--- src/rtl/regfile_pkg.sv ---
// Shared definitions for the regfile_nrd register file and its read mux:
// the default data width and the address range test.
package regfile_pkg;

    // Default data word width in bits.
    localparam int unsigned REGFILE_W_DEF = 32;

    // An address is usable only when it names an existing word.
    function automatic logic addr_valid(input int unsigned addr, input int unsigned depth);
        return addr < depth;
    endfunction

endpackage : regfile_pkg

--- src/rtl/mux_nto1.sv ---
// mux_nto1: combinational N-to-1 word selector for one read port.
// Returns words[sel], or all zeros when sel addresses a word that does not
// exist (sel >= DEPTH), so out-of-range reads can never alias real storage.
module mux_nto1
    import regfile_pkg::*;
#(
    parameter  int unsigned WIDTH = REGFILE_W_DEF,
    parameter  int unsigned DEPTH = 8,
    localparam int unsigned AW    = $clog2(DEPTH)
) (
    input  logic [DEPTH-1:0][WIDTH-1:0] words,
    input  logic [AW-1:0]               sel,
    output logic [WIDTH-1:0]            y
);

    // Select the addressed word, zero when the address is out of range.
    always_comb begin
        // NOTE: y gets a default before any condition so every path assigns it and no latch is inferred.
        y = '0;
        if (addr_valid(32'(sel), DEPTH)) begin
            y = words[sel];
        end
    end

endmodule : mux_nto1

--- src/rtl/regfile_nrd.sv ---
// regfile_nrd: DEPTH x WIDTH register file, one write port, NRD read ports.
// Each read port has a registered one-cycle read with a valid strobe and an
// out-of-range error flag. Writes to non-existent addresses are dropped.
//
// Build option: define REGFILE_NRD_BYPASS_EN to forward write data to a read
// of the same address accepted at the same edge. Without it, such a read
// returns the word stored before the write, and wd has no path to rd.
module regfile_nrd
    import regfile_pkg::*;
#(
    parameter  int unsigned WIDTH = REGFILE_W_DEF,
    parameter  int unsigned DEPTH = 8,
    parameter  int unsigned NRD   = 2,
    localparam int unsigned AW    = $clog2(DEPTH)
) (
    input  logic                      clk,
    input  logic                      rst_n,
    input  logic                      we_n,
    input  logic [AW-1:0]             add_wr,
    input  logic [WIDTH-1:0]          wd,
    input  logic [NRD-1:0]            rd_req,
    input  logic [NRD-1:0][AW-1:0]    add_rd,
    output logic [NRD-1:0][WIDTH-1:0] rd,
    output logic [NRD-1:0]            rd_valid,
    output logic [NRD-1:0]            rd_err
);

    // Storage words, packed so the whole array can feed each read mux.
    logic [DEPTH-1:0][WIDTH-1:0] mem;

    // Write is qualified by the active-low enable and the address range.
    logic wr_ok;
    assign wr_ok = !we_n && addr_valid(32'(add_wr), DEPTH);

    // Storage update: async clear, then one word written per enabled edge.
    always_ff @(posedge clk or negedge rst_n) begin
        if (!rst_n) begin
            // NOTE: the array is reset because reads after reset must return 0; this keeps it in flops, not SRAM macros.
            mem <= '0;
        end else if (wr_ok) begin
            // NOTE: non-blocking so reads at this edge still see the pre-write word.
            mem[add_wr] <= wd;
        end
    end

    for (genvar p = 0; p < NRD; p++) begin : g_port
        logic [WIDTH-1:0] mux_q;
        logic [WIDTH-1:0] rd_next;
        logic             rd_ok;
        logic [WIDTH-1:0] rd_q;
        logic             valid_q;
        logic             err_q;

        mux_nto1 #(
            .WIDTH (WIDTH),
            .DEPTH (DEPTH)
        ) u_mux (
            .words (mem),
            .sel   (add_rd[p]),
            .y     (mux_q)
        );

        assign rd_ok = addr_valid(32'(add_rd[p]), DEPTH);

`ifdef REGFILE_NRD_BYPASS_EN
        // Same-edge write to the word being read: forward the new data.
        logic bypass_hit;
        assign bypass_hit = wr_ok && (add_wr == add_rd[p]);
        assign rd_next    = bypass_hit ? wd : mux_q;
`else
        assign rd_next = mux_q;
`endif

        // Read register: capture on request, drop valid when idle, hold data and error.
        always_ff @(posedge clk or negedge rst_n) begin
            if (!rst_n) begin
                rd_q    <= '0;
                valid_q <= 1'b0;
                err_q   <= 1'b0;
            end else if (rd_req[p]) begin
                rd_q    <= rd_next;
                valid_q <= 1'b1;
                err_q   <= !rd_ok;
            end else begin
                valid_q <= 1'b0;
            end
        end

        assign rd[p]       = rd_q;
        assign rd_valid[p] = valid_q;
        assign rd_err[p]   = err_q;
    end

endmodule : regfile_nrd

--- config.mk ---
export PLATFORM = sky130hd
export DESIGN_NAME = regfile_nrd
export DESIGN_NICKNAME = d
export VERILOG_FILES = /design/src/rtl/regfile_pkg.sv /design/src/rtl/mux_nto1.sv /design/src/rtl/regfile_nrd.sv
export SDC_FILE = /design/constraint.sdc
export NUM_CORES = 1
export LEC_CHECK = 0
export ABC_AREA = 1
export BUFFER_PORTS_ARGS = -buffer_cell sky130_fd_sc_hd__buf_2
export CAP_MARGIN = 10
export CORE_MARGIN = 5
export CORE_UTILIZATION = 50
export DETAILED_ROUTE_END_ITERATION = 8
export HOLD_SLACK_MARGIN = 0.05
export PLACE_DENSITY = 0.7
export SETUP_SLACK_MARGIN = 0.02
export SYNTH_ARGS = -nofsm -noshare
export SYNTH_HDL_FRONTEND = slang
export SYNTH_HIERARCHICAL = 1
export SYNTH_SLANG_ARGS = --single-unit
export TNS_END_PERCENT = 30
--- constraint.sdc ---
create_clock -name clk -period 0.95 [get_ports clk]
set_input_delay 0.0475 -clock clk [delete_from_list [all_inputs] [get_ports clk]]
set_output_delay 0.0475 -clock clk [all_outputs]
set_load 0.05 [all_outputs]
Yosys cells after proc, flatten, opt, wreduce, memory -nomap -nowiden
Index checks and enable logic that the tools add are counted.

Register bits after elaboration: 322. Bits of input ports: 46. Output and inout bits: 68. Word-level logic and storage cells: 26.

Magnitude comparators: 4. Mux-type cells: 9. Reduce and logical (&&, ||, !) cells: 1.

Operator list (count): $bwmux W256 (1); $bmux W32 S3 (2); $demux W32 S3 (1); $mux W32 (3); $lt A3 B4 Y1 const B (3); $ge A3 B1 Y1 const B (1); $mux W1 (2); $logic_and A1 B1 Y1 (1).

Depth between registers and ports, before layout
Gate-level depths: netlist of the first run.

Depth after elaboration: 5. Depth in mapped cells: 10. Gate-level depth less buffers: 8.

Cells and area by module
Netlist of the first run, hierarchy kept.

Modules (own cells, without submodules): regfile_nrd (times used 1, cells each 1429, area an instance 12660.9 um2, seq. area each 8057.7 um2); mux_nto1 (times used 2, cells each 851, area an instance 3484.6 um2, seq. area each 0.0 um2).

Worst setup path after synthesis of the first run
No wires, ideal clock.

Path type: reg-to-reg. From: register mem[225] (netlist bit). To: register g_port[0].rd_q[1]. Setup time: 0.134 ns. Arrival time: 0.765 ns. Required time: 0.816 ns. Path slack: 0.051 ns. Cell stages (with the launch flop): 9. Path buffers: 0. Clock period less this slack: 0.899 ns. Cell sequence: dfrtp_1 inv_1 nand2_1 nand3_1 nand2_1 nand2_1 nand2_1 nand2_1 o21ai_0.

Longest elaborated chain between the ends: 2.

RTL lines: from (decl) (RTL line regfile_nrd.sv:29) `logic [DEPTH-1:0][WIDTH-1:0] mem;`; from (signal, indexed assignment) (RTL line regfile_nrd.sv:42) `mem[add_wr] <= wd;`; $bmux W32 S3 (RTL line mux_nto1.sv:21) `y = words[sel];`; $mux W32 (implied by the code) (RTL line mux_nto1.sv:21); via g_port[0].mux_q[1] (RTL line regfile_nrd.sv:47) `logic [WIDTH-1:0] mux_q;`; to (signal assigned) (RTL line regfile_nrd.sv:81) `rd_q <= rd_next;`; to (decl) (RTL line regfile_nrd.sv:50) `logic [WIDTH-1:0] rd_q;`.

The timed path passes the listed nets, and every way through them passes these cells. The select of a mux whose other input is x is not followed. A chain may end at the register's enable or synchronous reset.

Worst setup path in the final report of the first run
From: register g_port[1].rd_q[0]. To: output port rd[32] (netlist bit).

RTL lines: from (decl) (RTL line regfile_nrd.sv:50); from (signal assigned) (RTL line regfile_nrd.sv:81); to (decl) (RTL line regfile_nrd.sv:23) `output logic [NRD-1:0][WIDTH-1:0] rd,`.

No word-level cell between the ends.

==> results of run 1 <==
-- routing by layer --
| metal | global-route usage | share of wire | up-vias |
|---|---|---|---|
| met3 | 0.0599 | 0.093 | 208 |
| li1 | - | - | 9662 |
| met2 | 0.510 | 0.47 | 1022 |
| met5 | 0 | 0 | - |
| met1 | 0.405 | 0.40 | 9437 |
| met4 | 0.119 | 0.038 | 0 |
-- through the flow --
| stage | util | instances | setup TNS [ns] | hold slack [ns] |
|---|---|---|---|---|
| global route | 0.637 | 3901 | -26.18 | -0.00884 |
| global placement | 0.575 | 3782 | -54.45 | -0.0656 |
| CTS | 0.630 | 3891 | -21.75 | 0.0584 |
| finish | 0.637 | 3901 | -18.66 | -0.0258 |
| detailed placement | 0.575 | 3782 | -60.19 | -0.0680 |
| floorplan | - | 3132 | 0 | -0.248 |
-- logic make-up after synthesis --
group                  count (synthesis)  share of synthesized area
and+or+nand+nor                     1936                      0.401
buffers and inverters                808                      0.172
DFF                                  322                      0.410
AOI/OAI and AO/OA                     64                     0.0163
other                                  1                   0.000191
-- cell usage after synthesis (all sizes together) --
master | number | area (sq um)
clkbuf | 83 | 312
conb | 1 | 3.75
nor2 | 6 | 32.5
nand3 | 480 | 2400
clkinv | 1 | 3.75
nand2 | 1450 | 5440
inv | 586 | 2200
buf | 138 | 856
dfrtp | 322 | 8060
o21ai | 64 | 320
-- power by group through the flow --
stage | Combinational (mW) | Clock (mW) | Sequential [mW]
2_1_floorplan | 6.75 | 0 | 19.4
3_3_place_gp | 12.2 | 0 | 18.3
3_5_place_dp | 12.5 | 0 | 18.4
4_1_cts | 13.4 | 15.2 | 18.3
5_1_grt | 15.4 | 15.8 | 18.7
6_report | 13.8 | 15.0 | 18.4
-- area by class of cell --
class	instances	area [sq um]	share of cell area
clock inverter	9	126	0.00512
antenna	1	2.50	0.000101
tap	518	648	0.0263
timing repair buffer	406	4030	0.163
sequential	322	8070	0.327
clock buffer	56	1140	0.0462
multi-input combinational	2002	8460	0.343
inverter	587	2210	0.0895
-- registers in the layout, indices dropped and copies added (netlist names) --
| signal | flops |
|---|---|
| g_port.valid_q | 2 |
| g_port.rd_q | 64 |
| mem | 256 |
-- how the worst max path moves through the flow --
stage / cells after the start / endpoint
final: 1 / rd[32]
after global routing: 1 / rd[48]
after CTS: 1 / rd[0]
after detailed placement: 10 / g_port[0].rd_q[9]$_DFFE_PN0P_
after global placement: 10 / g_port[0].rd_q[7]$_DFFE_PN0P_
after floorplan: 8 / g_port[0].rd_q[1]$_DFFE_PN0P_
-- repair_timing --
| action | in CTS | in global routing |
|---|---|---|
| hold endpoints to repair | 644 | 8 |
| setup endpoints to repair | 130 | 138 |
| pin swaps | 48 | 86 |
| gates resized for setup | 185 | 83 |
| setup buffers | 5 | 10 |
==> metrics.md, run 1 <==
| Metric | Value |
|---|---|
| TritonCTS Sinks | `roughly 320` |
| Die Y | `208 microns` |
| Core Area | `between 30000 and 40000 sq um` |
| Worst path required time | `0.90 ns` |
| Worst setup path start | `g_port[1].rd_q[0]$_DFFE_PN0P_` |
| Setup WS post-layout | `-0.287 ns` |
| RSZ-0062 raised after global routing | `yes` |
| DR iter-0 viols | `about 1900` |
| Die W | `roughly 210 microns` |
| Placement Cell Area | `roughly 22000 sq um` |
| Vias | `20300` |
| P_leak | `14.4 nW` |
| Synth cell types | `16` |
| Pin count of the biggest net entering global routing | `47` |
| Antenna Nets Post-Route | `0` |
| Slowest CP cell | `dfrtp_2` |
| Via density | `5.21` |
| Root buffer cell | `clkbuf_16` |
| Violated checks | `hold timing, setup timing` |
| Share of layout cells above drive strength 1 | `0.151` |
| Drt total wl | `67.4 mm` |
| Final nets | `3402` |
| Fillers | `3437` |
| Reg2reg setup slack | `-0.17 ns` |
| Register share of total power | `0.390` |
| CTS tree | `built` |
| Initial core utilization | `0.507` |
| DRC | `0` |
| Critical path class | `reg -> out` |
| Sw Pwr | `around 16 mW` |
| Final setup fails | `130` |
| Crit-path cells | `buf_6` |
| Cts hold-fix bufs | `39` |
| Die area | `43300 sq um` |
| Sw frac | `0.347` |
| CP Launch Type | `flop` |
| Syn-to-layout area delta | `25.7%` |
| Routability-driven placement congestion ratio | `0.894` |
| Power, Total | `47.2 mW` |
| Maxcap violations | `0` |
| Synthesis-stage register bit count | `322` |
| Buffers on Ports | `111` |
| GRT overflow | `0` |
| Int Pwr | `30.8 mW` |
| Site Rows | `72` |
| # IOs | `114` |
| Worst r2r src | `mem[0]$_DFFE_PN0P_` |
| Mapped Cells | `3131` |
| Final Max Tran Viols | `0` |
| Num CTS Buffers | `37` |
| Critical Path Max Stage Delay | `0.45 ns` |
| Clock Tree Buf Depth | `3` |
| CP delay by family, top | `flip-flops` |
| Place WS | `-0.298 ns` |
| Syn Area/Cell | `6.27 sq um` |
| WHS | `-0.0258 ns` |
| Worst R2R Path Depth | `9` |
| All-Layer GR Usage | `0.309` |
| Final period util | `1.30` |
| Global-route wire length before repair | `108 mm` |
| Vias in the first global route | `a little over 20000` |
| Clock slew at reported path FFs | `0.06 ns` |
| Min Tclk post-route | `roughly 1.2 ns` |
| Critical path buffer and inverter count | `1` |
| Final instance area | `about 25000 sq um` |
| Worst VDD drop | `1.37 mV` |
| CP arrival | `1.19 ns` |
| Worst Skew | `approximately 0.020 ns` |
| Critical R2R Capture | `g_port[0].rd_q[0]$_DFFE_PN0P_` |
| Pre-antenna DRT Iters | `8` |
| Critical path endpoint category | `output pin` |
| CP max FO | `2` |
| Synthesized area | `19600 sq um` |
| # H-tree levels | `2` |
| Commonest cells after routing, fill and taps aside | `nand2_1, inv_1, nand3_1` |
| Detailed Place HPWL | `roughly 45 mm` |
| Sequential area share after synthesis | `0.410` |
| Power Density | `about 1900 nW/um^2` |
| Worst Hold Class | `in -> async` |
| Final hold vios | `8` |
| Antenna violations before repair | `1` |
| Clock Power Share | `0.318` |
| WL per Instance | `17.3 microns` |
| Commonest non-fill, non-tap cell in the layout | `nand2_1` |
| Yosys warning count | `6` |
| Skew-Pair Late Insertion Delay | `0.57 ns` |
| Status | `finished, violations left` |
| Combinational power share | `0.292` |
| F_max | `808 MHz` |
No activity file was read; power rests on OpenSTA's default activity.
==> inputs of run 2 (changes only) <==
--- a/config.mk
+++ b/config.mk
@@ -9,10 +9,10 @@
 export BUFFER_PORTS_ARGS = -buffer_cell sky130_fd_sc_hd__buf_2
 export CAP_MARGIN = 10
 export CORE_MARGIN = 5
-export CORE_UTILIZATION = 50
+export CORE_UTILIZATION = 56
 export DETAILED_ROUTE_END_ITERATION = 8
 export HOLD_SLACK_MARGIN = 0.05
-export PLACE_DENSITY = 0.7
+export PLACE_DENSITY = 0.77
 export SETUP_SLACK_MARGIN = 0.02
 export SYNTH_ARGS = -nofsm -noshare
 export SYNTH_HDL_FRONTEND = slang
==> metrics.md, run 2 (synthesis results as in run 1) <==
| Metric | Value |
|---|---|
| Site Rows | `68` |
| Crit-path cells | `buf_6` |
| Fillers | `2803` |
| Critical path endpoint category | `output pin` |
| Pre-antenna DRT Iters | `7` |
| Root buffer cell | `clkbuf_16` |
| CP arrival | `around 1.2 ns` |
| Largest Register | `mem` |
| Buffers on Ports | `111` |
| Vias in the first global route | `between 20000 and 25000` |
| Clock Tree Buf Depth | `3` |
| Final instance area | `about 25000 sq um` |
| Placement Cell Area | `22100 sq um` |
| Final nets | `3402` |
| RSZ-0062 raised after global routing | `yes` |
| Final hold vios | `11` |
| Cts hold-fix bufs | `37` |
| Violated checks | `hold timing, setup timing` |
| Antenna Nets Post-Route | `0` |
| P_leak | `14.4 nW` |
| Final Max Tran Viols | `0` |
| Critical path buffer and inverter count | `1` |
| Maxcap violations | `0` |
| Clock slew at reported path FFs | `0.06 ns` |
| Initial core utilization | `0.568` |
| Die W | `197 microns` |
| TritonCTS Sinks | `322` |
| Setup WS post-layout | `-0.259 ns` |
| WHS | `-0.0578 ns` |
| Num CTS Buffers | `37` |
| Worst VDD drop | `1.57 mV` |
| Worst path required time | `0.90 ns` |
| Final period util | `1.27` |
| Routability-driven placement congestion ratio | `0.919` |
| Die Y | `197 microns` |
| # H-tree levels | `2` |
| DR iter-0 viols | `2082` |
| Worst Skew | `0.0217 ns` |
| Worst Hold Class | `in -> async` |
| # IOs | `about 110` |
| Syn-to-layout area delta | `25.4%` |
| Multi-input gate area | `8490 sq um` |
| Power Density | `1890 nW/um^2` |
| Power, Total | `between 40 and 50 mW` |
| Drt total wl | `66.7 mm` |
| Critical Path Max Stage Delay | `approximately 0.46 ns` |
| All-Layer GR Usage | `0.339` |
| Antenna violations before repair | `3` |
| WL per Instance | `roughly 17 microns` |
| Global-route wire length before repair | `107 mm` |
| CP Launch Type | `flop` |
| GRT overflow | `0` |
| CTS tree | `built` |
| Skew-Pair Late Insertion Delay | `~0.54 ns` |
| F_max | `a little over 800 MHz` |
| Status | `finished, violations left` |
| DRC | `0` |
| Largest register FFs | `256` |
| Detailed Place HPWL | `42.3 mm` |
| Slowest CP cell | `dfrtp_2` |
| CP max FO | `2` |
| Share of layout cells above drive strength 1 | `0.153` |
| Register area | `8070 sq um` |
| Vias | `20700` |
| Commonest non-fill, non-tap cell in the layout | `nand2_1` |
| Pin count of the biggest net entering global routing | `roughly 70` |
| Min Tclk post-route | `1.21 ns` |
| CP delay by family, top | `flip-flops` |
| Die area | `38900 sq um` |
| Critical path class | `reg -> out` |
| Via density | `between 5 and 6` |
| Core Area | `34500 sq um` |
| Commonest cells after routing, fill and taps aside | `nand2_1, inv_1, nand3_1` |
| Final setup fails | `130` |
| Top flop regs | `mem (256), g_port.rd_q (64), g_port.valid_q (2)` |
==> run 2: cell count changes in the layout (fill, tap and decap cells not counted), sizes merged, moves of 2 or more <==
cell    delta
bufinv     -3
clkbuf     +6
clkinv     +2
inv        -2
==> run 2: worst register-to-register path, stage by stage (launching register included) <==
cell and delay [ns]:
dfrtp_1 0.41, inv_1 0.09, nand2_1 0.06, nand3_1 0.08, nand2_1 0.06, nand2_1 0.08
nand2_1 0.06, nand2_1 0.06, o21ai_0 0.07
==> run 2: cell type report <==
class,instances,share of cell area
Multi-Input combinational cell,2002,0.345
Antenna cell,2,0.000203
Sequential cell,322,0.328
Clock inverter,5,0.00117
Timing Repair Buffer,406,0.166
Inverter,587,0.0896
Clock buffer,62,0.0468
Tap cell,455,0.0231
==> run 2: repair_timing <==
action                                 in CTS  in global routing
endpoints found under the hold margin     631                 11
resized for setup                         190                 75
setup buffers                              15                 24
setup endpoints to repair                 130                130
pin swaps                                  64                 50
==> run 2: path summary, 6_finish.rpt <==
kind                                          startpoint                             end  slack, ns  cells after the start
hold / removal                                     rst_n            mem[224]$_DFFE_PN0P_      -0.06                      2
hold reg to reg                     mem[102]$_DFFE_PN0P_            mem[102]$_DFFE_PN0P_       0.50                      2
setup reg to reg                    mem[215]$_DFFE_PN0P_  g_port[1].rd_q[23]$_DFFE_PN0P_      -0.14                      8
setup / recovery           g_port[1].rd_q[2]$_DFFE_PN0P_                          rd[34]      -0.26                      1
max in group asynchronous                          rst_n  g_port[1].rd_q[28]$_DFFE_PN0P_       0.32                      4
min in group clk                               add_rd[5]  g_port[1].rd_q[14]$_DFFE_PN0P_       0.07                      6
==> run 2: where the power goes <==
| group | switching, mW | leakage [nW] | internal (mW) |
|---|---|---|---|
| Sequential | 2.15 | 4.05 | 16.2 |
| Combinational | 8.37 | 9.80 | 5.60 |
| Clock | 5.84 | 0.582 | 8.25 |
==> run 2: per-layer routing <==
layer | wire [microns] | GRT usage | part of all wire | vias up
met5 | 13 | 0 | 0.00019 | -
met4 | 3540 | 0.171 | 0.053 | 2
met3 | 6940 | 0.0650 | 0.10 | 277
met2 | 30800 | 0.550 | 0.46 | 1199
met1 | 25500 | 0.435 | 0.38 | 9583
li1 | - | - | - | 9680
==> run 2: stage by stage <==
stage / TNS [ns] / instances / utilization / setup slack [ns]
6_report: -17.85 / 3841 / 0.713 / -0.259
5_1_grt: -24.92 / 3840 / 0.713 / -0.283
4_1_cts: -18.17 / 3815 / 0.701 / -0.277
3_5_place_dp: -64.00 / 3696 / 0.639 / -0.317
3_3_place_gp: -57.34 / 3696 / 0.639 / -0.262
2_1_floorplan: 0 / 3132 / - / 0.0506
